$ cat config.mk
export PLATFORM = sky130hd
export DESIGN_NAME = jtag_reg_ctrl
export DESIGN_NICKNAME = d
export VERILOG_FILES = /design/src/rtl/jtag_reg_ctrl.sv
export SDC_FILE = /design/constraint.sdc
export NUM_CORES = 1
export LEC_CHECK = 0
export CAP_MARGIN = 5
export CORE_AREA = 2 2 96 98
export DETAILED_ROUTE_END_ITERATION = 6
export DIE_AREA = 0 0 98 100
export GPL_TIMING_DRIVEN = 0
export PLACE_DENSITY = 0.82
export SETUP_SLACK_MARGIN = 0.02
export SYNTH_ARGS = -nofsm -noshare
export SYNTH_HDL_FRONTEND = slang
export SYNTH_SLANG_ARGS = --single-unit
$ cat constraint.sdc
create_clock -name clk -period 2.45 [get_ports clk]
set_input_delay 0.49 -clock clk [delete_from_list [all_inputs] [get_ports clk]]
set_output_delay 0.49 -clock clk [all_outputs]
set_load 0.05 [all_outputs]
$ cat src/rtl/jtag_reg_ctrl.sv
// Debug-port register access controller: arbitrates JTAG reads/writes into the GPR file
// behind the core write-back port. Optional write read-back check: JTAG_WRITE_VERIFY_EN.
module jtag_reg_ctrl (
  input  logic        clk,
  input  logic        rst_n,
  input  logic        req_valid_i,
  output logic        req_ready_o,
  input  logic        req_write_i,
  input  logic [4:0]  req_addr_i,
  input  logic [31:0] req_wdata_i,
  output logic        resp_valid_o,
  input  logic        resp_ready_i,
  output logic [31:0] resp_rdata_o,
  output logic        resp_err_o,
  input  logic        core_w_enable_i,
  output logic        jtag_w_enable_o,
  output logic [4:0]  jtag_addr_o,
  output logic [31:0] jtag_w_data_o,
  input  logic [31:0] jtag_r_data_i
);

  localparam int unsigned AW = 5;
  localparam int unsigned DW = 32;
  localparam int unsigned RW = 4;
  localparam logic [RW-1:0] RETRY_LAST = '1;

  typedef enum logic [2:0] {
    S_IDLE,
    S_WRITE,
    S_READ,
    S_RESP
`ifdef JTAG_WRITE_VERIFY_EN
    , S_VERIFY
`endif
  } state_t;

  state_t          state_q, state_n;
  logic [RW-1:0]   retry_q, retry_n;
  logic [AW-1:0]   addr_q, addr_n;
  logic [DW-1:0]   wdata_q, wdata_n;
  logic [DW-1:0]   rdata_q, rdata_n;
  logic            err_q, err_n;
  logic            ready_q, ready_n;
  logic            valid_q, valid_n;
  logic            wen_q, wen_n;

  // State and registered outputs
  always_ff @(posedge clk or negedge rst_n) begin
    if (!rst_n) begin
      state_q <= S_IDLE;
      retry_q <= '0;
      addr_q  <= '0;
      wdata_q <= '0;
      rdata_q <= '0;
      err_q   <= 1'b0;
      ready_q <= 1'b0;
      valid_q <= 1'b0;
      wen_q   <= 1'b0;
    end else begin
      state_q <= state_n;
      retry_q <= retry_n;
      addr_q  <= addr_n;
      wdata_q <= wdata_n;
      rdata_q <= rdata_n;
      err_q   <= err_n;
      ready_q <= ready_n;
      valid_q <= valid_n;
      wen_q   <= wen_n;
    end
  end

  // Next state and next output values
  always_comb begin
    state_n = state_q;
    retry_n = retry_q;
    addr_n  = addr_q;
    wdata_n = wdata_q;
    rdata_n = rdata_q;
    err_n   = err_q;

    case (state_q)
      S_IDLE: begin
        if (req_valid_i && ready_q) begin
          addr_n  = req_addr_i;
          wdata_n = req_wdata_i;
          retry_n = '0;
          if (!req_write_i) begin
            state_n = S_READ;
          end else if (req_addr_i == '0) begin
            // x0 is hardwired: acknowledge without touching the register file
            state_n = S_RESP;
            rdata_n = req_wdata_i;
            err_n   = 1'b0;
          end else begin
            state_n = S_WRITE;
          end
        end
      end

      S_WRITE: begin
        if (!core_w_enable_i) begin
`ifdef JTAG_WRITE_VERIFY_EN
          state_n = S_VERIFY;
`else
          state_n = S_RESP;
          rdata_n = wdata_q;
          err_n   = 1'b0;
`endif
        end else if (retry_q == RETRY_LAST) begin
          // Core port kept the file busy for the whole retry window
          state_n = S_RESP;
          rdata_n = wdata_q;
          err_n   = 1'b1;
          retry_n = retry_q + RW'(1);
        end else begin
          retry_n = retry_q + RW'(1);
        end
      end

      S_READ: begin
        state_n = S_RESP;
        rdata_n = (addr_q == '0) ? '0 : jtag_r_data_i;
        err_n   = 1'b0;
      end

`ifdef JTAG_WRITE_VERIFY_EN
      S_VERIFY: begin
        state_n = S_RESP;
        rdata_n = jtag_r_data_i;
        err_n   = (jtag_r_data_i != wdata_q);
      end
`endif

      S_RESP: begin
        if (resp_ready_i) begin
          state_n = S_IDLE;
          retry_n = '0;
        end
      end

      default: begin
        state_n = S_IDLE;
      end
    endcase

    ready_n = (state_n == S_IDLE);
    valid_n = (state_n == S_RESP);
    wen_n   = (state_n == S_WRITE);
  end

  assign req_ready_o     = ready_q;
  assign resp_valid_o    = valid_q;
  assign resp_rdata_o    = rdata_q;
  assign resp_err_o      = err_q;
  assign jtag_w_enable_o = wen_q;
  assign jtag_addr_o     = addr_q;
  assign jtag_w_data_o   = wdata_q;

endmodule

======== Word level (Yosys, flattened, before mapping) ========
Index checks and enable logic that the tools add are counted.
storage, ports and cells
  register bits after elaboration ......... 80
  bits in latches ......................... 0
  RAM bits ................................ 0
  memory bits (read-only) ................. 0
  output and inout bits ................... 73
  word-level logic and storage cells ...... 56
  memories kept ........................... 0
operators by class
  add/sub/neg operators ................... 1
  multiply operators ...................... 0
  divide/modulo/power cells ............... 0
  order comparisons ....................... 0
  equal/unequal tests ..................... 12
  shift operators ......................... 0
  multiplexer cells ....................... 24
  bitwise logic cells ..................... 0
  reduce and logical (&&, ||, !) cells .... 10
operator list
  kind                                                 number
  2-to-1 mux 32 bit                                    6
  case mux 32 bit (3 select lines)                     1
  2-to-1 mux 3 bit                                     4
  2-to-1 mux 4 bit                                     3
  case mux 3 bit (4 select lines)                      1
  case mux 4 bit (3 select lines)                      1
  logical NOT 5 bit                                    2
  != test 2 bit, second input constant                 5
  equality test 3 x 2 -> 1 bit, second input constant  3
  equality test 3 x 1 -> 1 bit, second input constant  2
  logical NOT 3 bit                                    2
  nonzero test 3 bit                                   2
  2-to-1 mux 1 bit                                     5
  AND reduction 5 bit                                  1
  adder 4 x 1 -> 4 bit, second input constant          1
  equality test 4 bit, second input constant           1
  2-to-1 mux 2 bit                                     2
  AND reduction 4 bit                                  1
  != test 3 bit, second input constant                 1
  case mux 1 bit (3 select lines)                      1
  AND reduction 2 bit                                  1
  logical AND 1 bit                                    1

======== Logic depth before layout (Yosys ltp) ========
Gate-level depths: netlist of run 1.
  word-level depth ........................ 6
  mapped depth ............................ 6

======== Worst setup path after synthesis of run 1 ========
OpenSTA, ideal clock, no wires.
  kind .................................... register to register
  from .................................... register addr_q[0] (netlist: jtag_addr_o[0])
  to ...................................... register rdata_q[0] (netlist: resp_rdata_o[0])
  data arrival time ....................... 1.846 ns
  data required time ...................... 2.316 ns
  path slack .............................. 0.470 ns
  cell stages (with the launch flop) ...... 6
  buffers on the path ..................... 1
  clock period less this slack ............ 1.980 ns
  cells stage by stage .................... dfrtp_1 or4_1 o21a_1 dlymetal6s2s_1 a222oi_1 mux2i_1
between the ends
  longest elaborated chain between the ends .. 3
RTL lines
  what                              line  text
  start: declaration                39    logic [AW-1:0] addr_q, addr_n;
  start signal: assignment          62    addr_q <= addr_n;
  logical NOT 5 bit                 122   rdata_n = (addr_q == '0) ? '0 : jtag_r_data_i;
  2-to-1 mux 32 bit                 122
  case mux 32 bit (3 select lines)  81    case (state_q)
  end signal: assignment            64    rdata_q <= rdata_n;
  end: declaration                  41    logic [DW-1:0] rdata_q, rdata_n;
Every way passes these cells.
A chain may end at the register's enable or synchronous reset.

======== Worst setup path after layout of run 1 ========
  from .................................... register state_q[2]
  to ...................................... register addr_q[3] (netlist: jtag_addr_o[3])
between the ends
  longest elaborated chain between the ends .. 2
RTL lines
  what                                  line  text
  start: declaration                    37    state_t state_q, state_n;
  start signal: assignment              60    state_q <= state_n;
  logical NOT 3 bit                     81
  AND reduction 2 bit (no source line)  -
Every way passes these cells.

==> flow_summary.ini, run 1 <==
[sta]
report.final.hold_viol_count = 0
period_needed_ns = 2.29
fin_crit_sh_pct = 93.4
setup-tns-final_ns = 0
fmaxAchievable_mhz = 437
maxSlewHeadroom_pct = 61.8
rsz0062_at_grt = yes
tightest_slew_ns = 0.572
final_max_slew_viol_count = 0
worst_clock_skew_ns = 0.0138
setup_viol_count_final = 0

[critical_path]
critPathKind = flop to flop
slowest_delay_ns = 0.49
cpMaxStageDelayCell = or3_2
cp.required_ns = 2.68
worst_r2r_path_depth = 6
cp.depth = 6
cp_max_fo = 10
cp.arrival_ns = 2.52
endpoint_kind = flop
cp_top_family = simple AND/OR/NAND/NOR gates
crit_chain = buf_6 -> or3_2 -> nor2_1 -> clkbuf_4 -> buf_4 -> mux2_2
cp-start-kind = flop
cp_num_buf_inv = 3

[layout]
n_antenna_cell = 0
seqCellArea_sq_um = 2000
layout-drive-gt1-share_pct = 16.7
area_delta_synth_final_pct = 51.3
fillCellCount = 724
multiInputGateArea_sq_um = 1380
finalNetCount = 508

[power]
power_switching_mw = 4.14
powerDensity_nw_per_um2 = 1560
power_frac_seq_pct = 27.6
vdd_ir_drop_max_mv = 0.692
power_frac_comb_pct = 59.5
p_leak_nw = 2.57
p_int_mw = 4.49
switching_share_pct = 48.0
power_mw = 8.63
pwr-share-clk_pct = 12.9

[clocking]
cts_tree = built
post-cts-setup-buffer-count = 0
clk_path_buf_depth = 2
cts_made_buffers = 9
clock_latency_ns = 0.35
clock_sinks = 80
clockRootBuffer = clkbuf_8
clkTransAtPathRegs_ns = 0.09
htreeDepth = 3

[synth]
yosysWarnings = 0
ys_ff_latch = 80
async_flop_share_pct = 100
synth_nets = 349
netlist_area_sq_um = 3660
ys_types = 36
syn_inst = 273
synth_edf_count = 0
synthFlopType = dfrtp_1
synth_seq_area_share_pct = 54.7
avgSynthCellArea_sq_um = 13.4

[detailed_routing]
vias = 2954
firstDrtPassIters = 7
vias_per_cell = 5.39
wirelength_um = 9920
drtAntennaViolNets = 0
wl_per_cell_um = 18.1
drc_errors = 1
drt_iter0_markers = 174

[global_routing]
grt_usage_pct = 20.2
grt.overflow.total = 0
first_global_vias = 3077
grt_antenna_before_repair = 0
grt_max_degree = 45
grt_pass1_wl_um = 15600

[status]
failed_checks = DRC
status = complete, but fails checks

[floorplan]
core_area_sq_um = 8890
dieWidth_um = 98
start_util_pct = 41.2
rows = 35
ioPinCount = 148
die_y_um = 100
die_area_sq_um = 9800

[placement]
dp_hpwl_um = 7270
gp_congestion = 0.775
port_buffers = 147

[min_path]
hp-class = input pin to async pin

[job]
drv_cap = 0
==> layout by cell type (no fill, tap or decap), types with 2 or more instances in the layout <==
| master | netlist | layout |
|---|---|---|
| o31ai_1 | 2 | 2 |
| a21oi_1 | 4 | 4 |
| bufinv_16 | 0 | 2 |
| dfrtp_1 | 80 | 80 |
| buf_2 | 3 | 2 |
| dlygate4sd1_1 | 4 | 4 |
| clkdlybuf4s50_1 | 0 | 146 |
| a222oi_1 | 32 | 32 |
| mux2_2 | 38 | 38 |
| mux2i_1 | 32 | 32 |
| nand2_1 | 4 | 4 |
| o21ai_0 | 3 | 3 |
| buf_8 | 3 | 3 |
| clkbuf_8 | 0 | 10 |
| or4_1 | 2 | 2 |
| nor2_1 | 5 | 5 |
| inv_1 | 33 | 33 |
| buf_4 | 3 | 4 |
| clkinv_4 | 0 | 2 |
| dlymetal6s2s_1 | 3 | 3 |
| a211o_1 | 3 | 3 |
==> layout make-up <==
| cell class | count | share of cell area (%) |
|---|---|---|
| Buffer | 17 | 3.05 |
| Clock buffer | 10 | 2.49 |
| Clock inverter | 6 | 1.65 |
| Inverter | 33 | 2.24 |
| Multi-Input combinational cell | 143 | 24.9 |
| Sequential cell | 80 | 36.2 |
| Tap cell | 111 | 2.51 |
| Timing Repair Buffer | 148 | 27.0 |
==> worst reg2reg max path, stage by stage (launching register included) <==
cell,delay (ns)
dfrtp_1,0.38
buf_6,0.13
or3_2,0.49
nor2_1,0.26
clkbuf_4,0.31
buf_4,0.25
mux2_2,0.36
==> logic make-up after synthesis <==
logic type,count (synthesis),share of synthesized area [%]
AOI/OAI and AO/OA,49,12.3
adders and majority gates,1,0.342
buffers and inverters,50,7.93
DFF,80,54.7
muxes,70,20.5
other,1,0.103
and+or+nand+nor,22,4.10
==> stage by stage <==
step	hold slack (ns)	util (%)	setup slack [ns]	area, sq um	instances
after floorplan	0.194	-	0.470	3660	273
after global placement	0.482	59.3	-1.97	5270	531
after detailed placement	0.486	59.5	-0.105	5290	532
after CTS	0.101	62.2	0.0842	5530	548
after global routing	0.111	62.3	0.0192	5540	548
final	0.101	62.3	0.161	5540	548
==> path summary, 6_finish.rpt <==
kind	from	endpoint	slack, ns
setup / recovery	state_q[2]	jtag_addr_o[3]	0.16
hold / removal	rst_n	jtag_w_data_o[10]	0.10
setup reg to reg	state_q[2]	jtag_addr_o[3]	0.16
hold reg to reg	resp_err_o	resp_err_o	0.50
max in group asynchronous	rst_n	jtag_w_data_o[19]	1.75
min in group clk	resp_err_o	resp_err_o	0.50
==> Yosys cell counts, types with 2 or more instances <==
cell type        n  area share (%)
dfrtp_1         80              55
mux2_2          38              12
inv_1           33             3.4
a222oi_1        32             8.8
mux2i_1         32             8.8
nor2_1           5            0.51
a21oi_1          4            0.55
dlygate4sd1_1    4            0.96
nand2_1          4            0.41
a211o_1          3            0.72
buf_2            3            0.41
buf_4            3            0.62
buf_8            3             1.2
dlymetal6s2s_1   3             1.0
o21ai_0          3            0.41
o31ai_1          2            0.41
or4_1            2            0.41
==> per-layer routing <==
layer | wire [um] | GRT usage [%]
met1 | 4130 | 25.1
met2 | 5020 | 34.7
met3 | 623 | 5.08
met4 | 142 | 6.62
met5 | 0 | 0
==> power groups by stage <==
stage | Sequential [mW] | Clock, mW | Combinational, mW
2_1_floorplan | 4.47 | 0 | 1.30
3_3_place_gp | 2.37 | 0 | 5.07
3_5_place_dp | 2.40 | 0 | 5.16
4_1_cts | 2.38 | 1.14 | 5.17
5_1_grt | 2.48 | 1.20 | 5.36
6_report | 2.38 | 1.11 | 5.13
==> state kept, by name, indices dropped and copies added (netlist names) <==
name	flops
jtag_w_data_o	32
resp_rdata_o	32
jtag_addr_o	5
retry_q	4
state_q	3
jtag_w_enable_o	1
req_ready_o	1
resp_err_o	1
resp_valid_o	1
==> what timing repair did <==
action,CTS,global route
hold buffers,0,0
pin swaps,0,0
gates resized for setup,1,2
endpoints found under the setup margin,26,10
No activity file was read; power rests on OpenSTA's default activity.
==> run 2, diff against run 1 <==
SETUP_SLACK_MARGIN = 0.3   (was 0.02)
==> flow_summary.ini, run 2 (synthesis results as in run 1) <==
[global_routing]
grt_max_degree = 45
grt_pass1_wl_um = 15700
grt_antenna_before_repair = 0
first_global_vias = 3079
grt_usage_pct = 20.3
grt.overflow.total = 0

[detailed_routing]
drt_iter0_markers = 184
wl_per_cell_um = 18.2
vias = 2975
drtAntennaViolNets = 0
wirelength_um = 10000
vias_per_cell = 5.40
firstDrtPassIters = 6
drc_errors = 0

[floorplan]
die_area_sq_um = 9800
dieWidth_um = 98
core_area_sq_um = 8890
die_y_um = 100
start_util_pct = 41.2
rows = 35
ioPinCount = 148

[sta]
fmaxAchievable_mhz = 479
fin_crit_sh_pct = 85.2
worst_slack_ns = 0.363
timing.hold.ws_ns = 0.102
period_needed_ns = 2.09
tightest_slew_ns = 0.538
final_max_slew_viol_count = 0
maxSlewHeadroom_pct = 64.0
report.final.hold_viol_count = 0
rsz0062_at_grt = yes
setup-tns-final_ns = 0
setup_viol_count_final = 0
worst_clock_skew_ns = 0.0127

[layout]
layout-drive-gt1-share_pct = 17.5
final_util_pct = 62.9
layout_commonest_cell = clkdlybuf4s50_1
fillCellCount = 724
n_antenna_cell = 0
finalNetCount = 511
area_delta_synth_final_pct = 52.9
layout_common_cells = clkdlybuf4s50_1, dfrtp_1, mux2_2, inv_1
design_area_sq_um = 5590

[clocking]
cts_tree = built
clkTransAtPathRegs_ns = 0.09
clock_sinks = 80
htreeDepth = 3
clk_path_buf_depth = 2
clockRootBuffer = clkbuf_8
clock_latency_ns = 0.35
cts_made_buffers = 9
hold_buffers = 0

[placement]
port_buffers = 147
gp_congestion = 0.775
pre_cts_ws_ns = -0.105
dp_hpwl_um = 7270
place_area_sq_um = 5290

[critical_path]
cp-start-kind = flop
cp_max_fo = 10
critPathKind = flop to flop
r2r_setup_slack_ns = 0.36
cp.arrival_ns = 2.31
endpoint_kind = flop
worst_r2r_path_depth = 6
r2r_start = state_q[2]
reg2reg_to = jtag_addr_o[3]
cp.required_ns = 2.68

[power]
vdd_ir_drop_max_mv = 0.693
powerDensity_nw_per_um2 = 1550
p_leak_nw = 2.60

[status]
status = finished, final reports clean

[job]
drv_cap = 0

[min_path]
hp-class = input pin to async pin
run 2: cell types whose count changed in the layout (fill, tap and decap cells not counted):
cell,delta
nor3b_4,+1
nor2_4,+1
nor3b_2,-1
nor2_1,-1
buf_4,+1
clkbuf_4,-1
buf_6,+2
buf_12,+1
run 2: how the worst max path moves through the flow:
stage / startpoint / to / cells past startpoint
after floorplan: jtag_addr_o[0] / resp_rdata_o[0] / 5
after global placement: rst_n / jtag_w_data_o[25] / 1
after detailed placement: state_q[2] / resp_rdata_o[4] / 6
after CTS: state_q[2] / jtag_addr_o[3] / 6
after global routing: jtag_addr_o[0] / resp_rdata_o[17] / 5
final: state_q[2] / jtag_addr_o[3] / 6
run 2: area by class of cell:
cell class / count / area, sq um / share of cell area (%)
clock buffers: 10 / 138 / 2.46
plain buffers: 17 / 176 / 3.15
inverters: 33 / 124 / 2.21
well taps: 111 / 139 / 2.48
multi-input cells: 143 / 1390 / 24.9
repair buffers: 151 / 1530 / 27.4
flip-flops and latches: 80 / 2000 / 35.8
clock inverters: 6 / 91.3 / 1.63
run 2: critical path, cell delays in order (launching register included):
cell,delay (ns)
dfrtp_1,0.38
buf_6,0.14
or3_2,0.52
nor2_4,0.16
buf_6,0.19
buf_4,0.23
mux2_2,0.35
run 2: power by group:
group | internal, mW | switching [mW] | total, mW | leakage [nW]
sequential | 1.95 | 0.432 | 2.39 | 0.968
clock | 0.608 | 0.504 | 1.11 | 0.117
combinational | 1.97 | 3.22 | 5.19 | 1.51
total | 4.53 | 4.16 | 8.69 | 2.60
run 2: stage by stage:
step,cells,power [mW]
floorplan,273,5.77
global placement,531,7.43
detailed placement,532,7.56
CTS,550,8.73
global route,551,9.10
finish,551,8.69
run 2: layer usage:
| metal | up-vias | routed length [um] | track usage [%] |
|---|---|---|---|
| li1 | 1354 | - | - |
| met2 | 121 | 5070 | 34.8 |
| met5 | - | 0 | 0 |
| met4 | 0 | 143 | 6.62 |
| met3 | 14 | 679 | 5.08 |
| met1 | 1486 | 4110 | 25.2 |
run 2: timing repair:
item	4_1_cts	5_1_grt
setup endpoints to repair	50	20
gates resized for setup	6	2
setup buffers	2	1
pin swaps	2	1
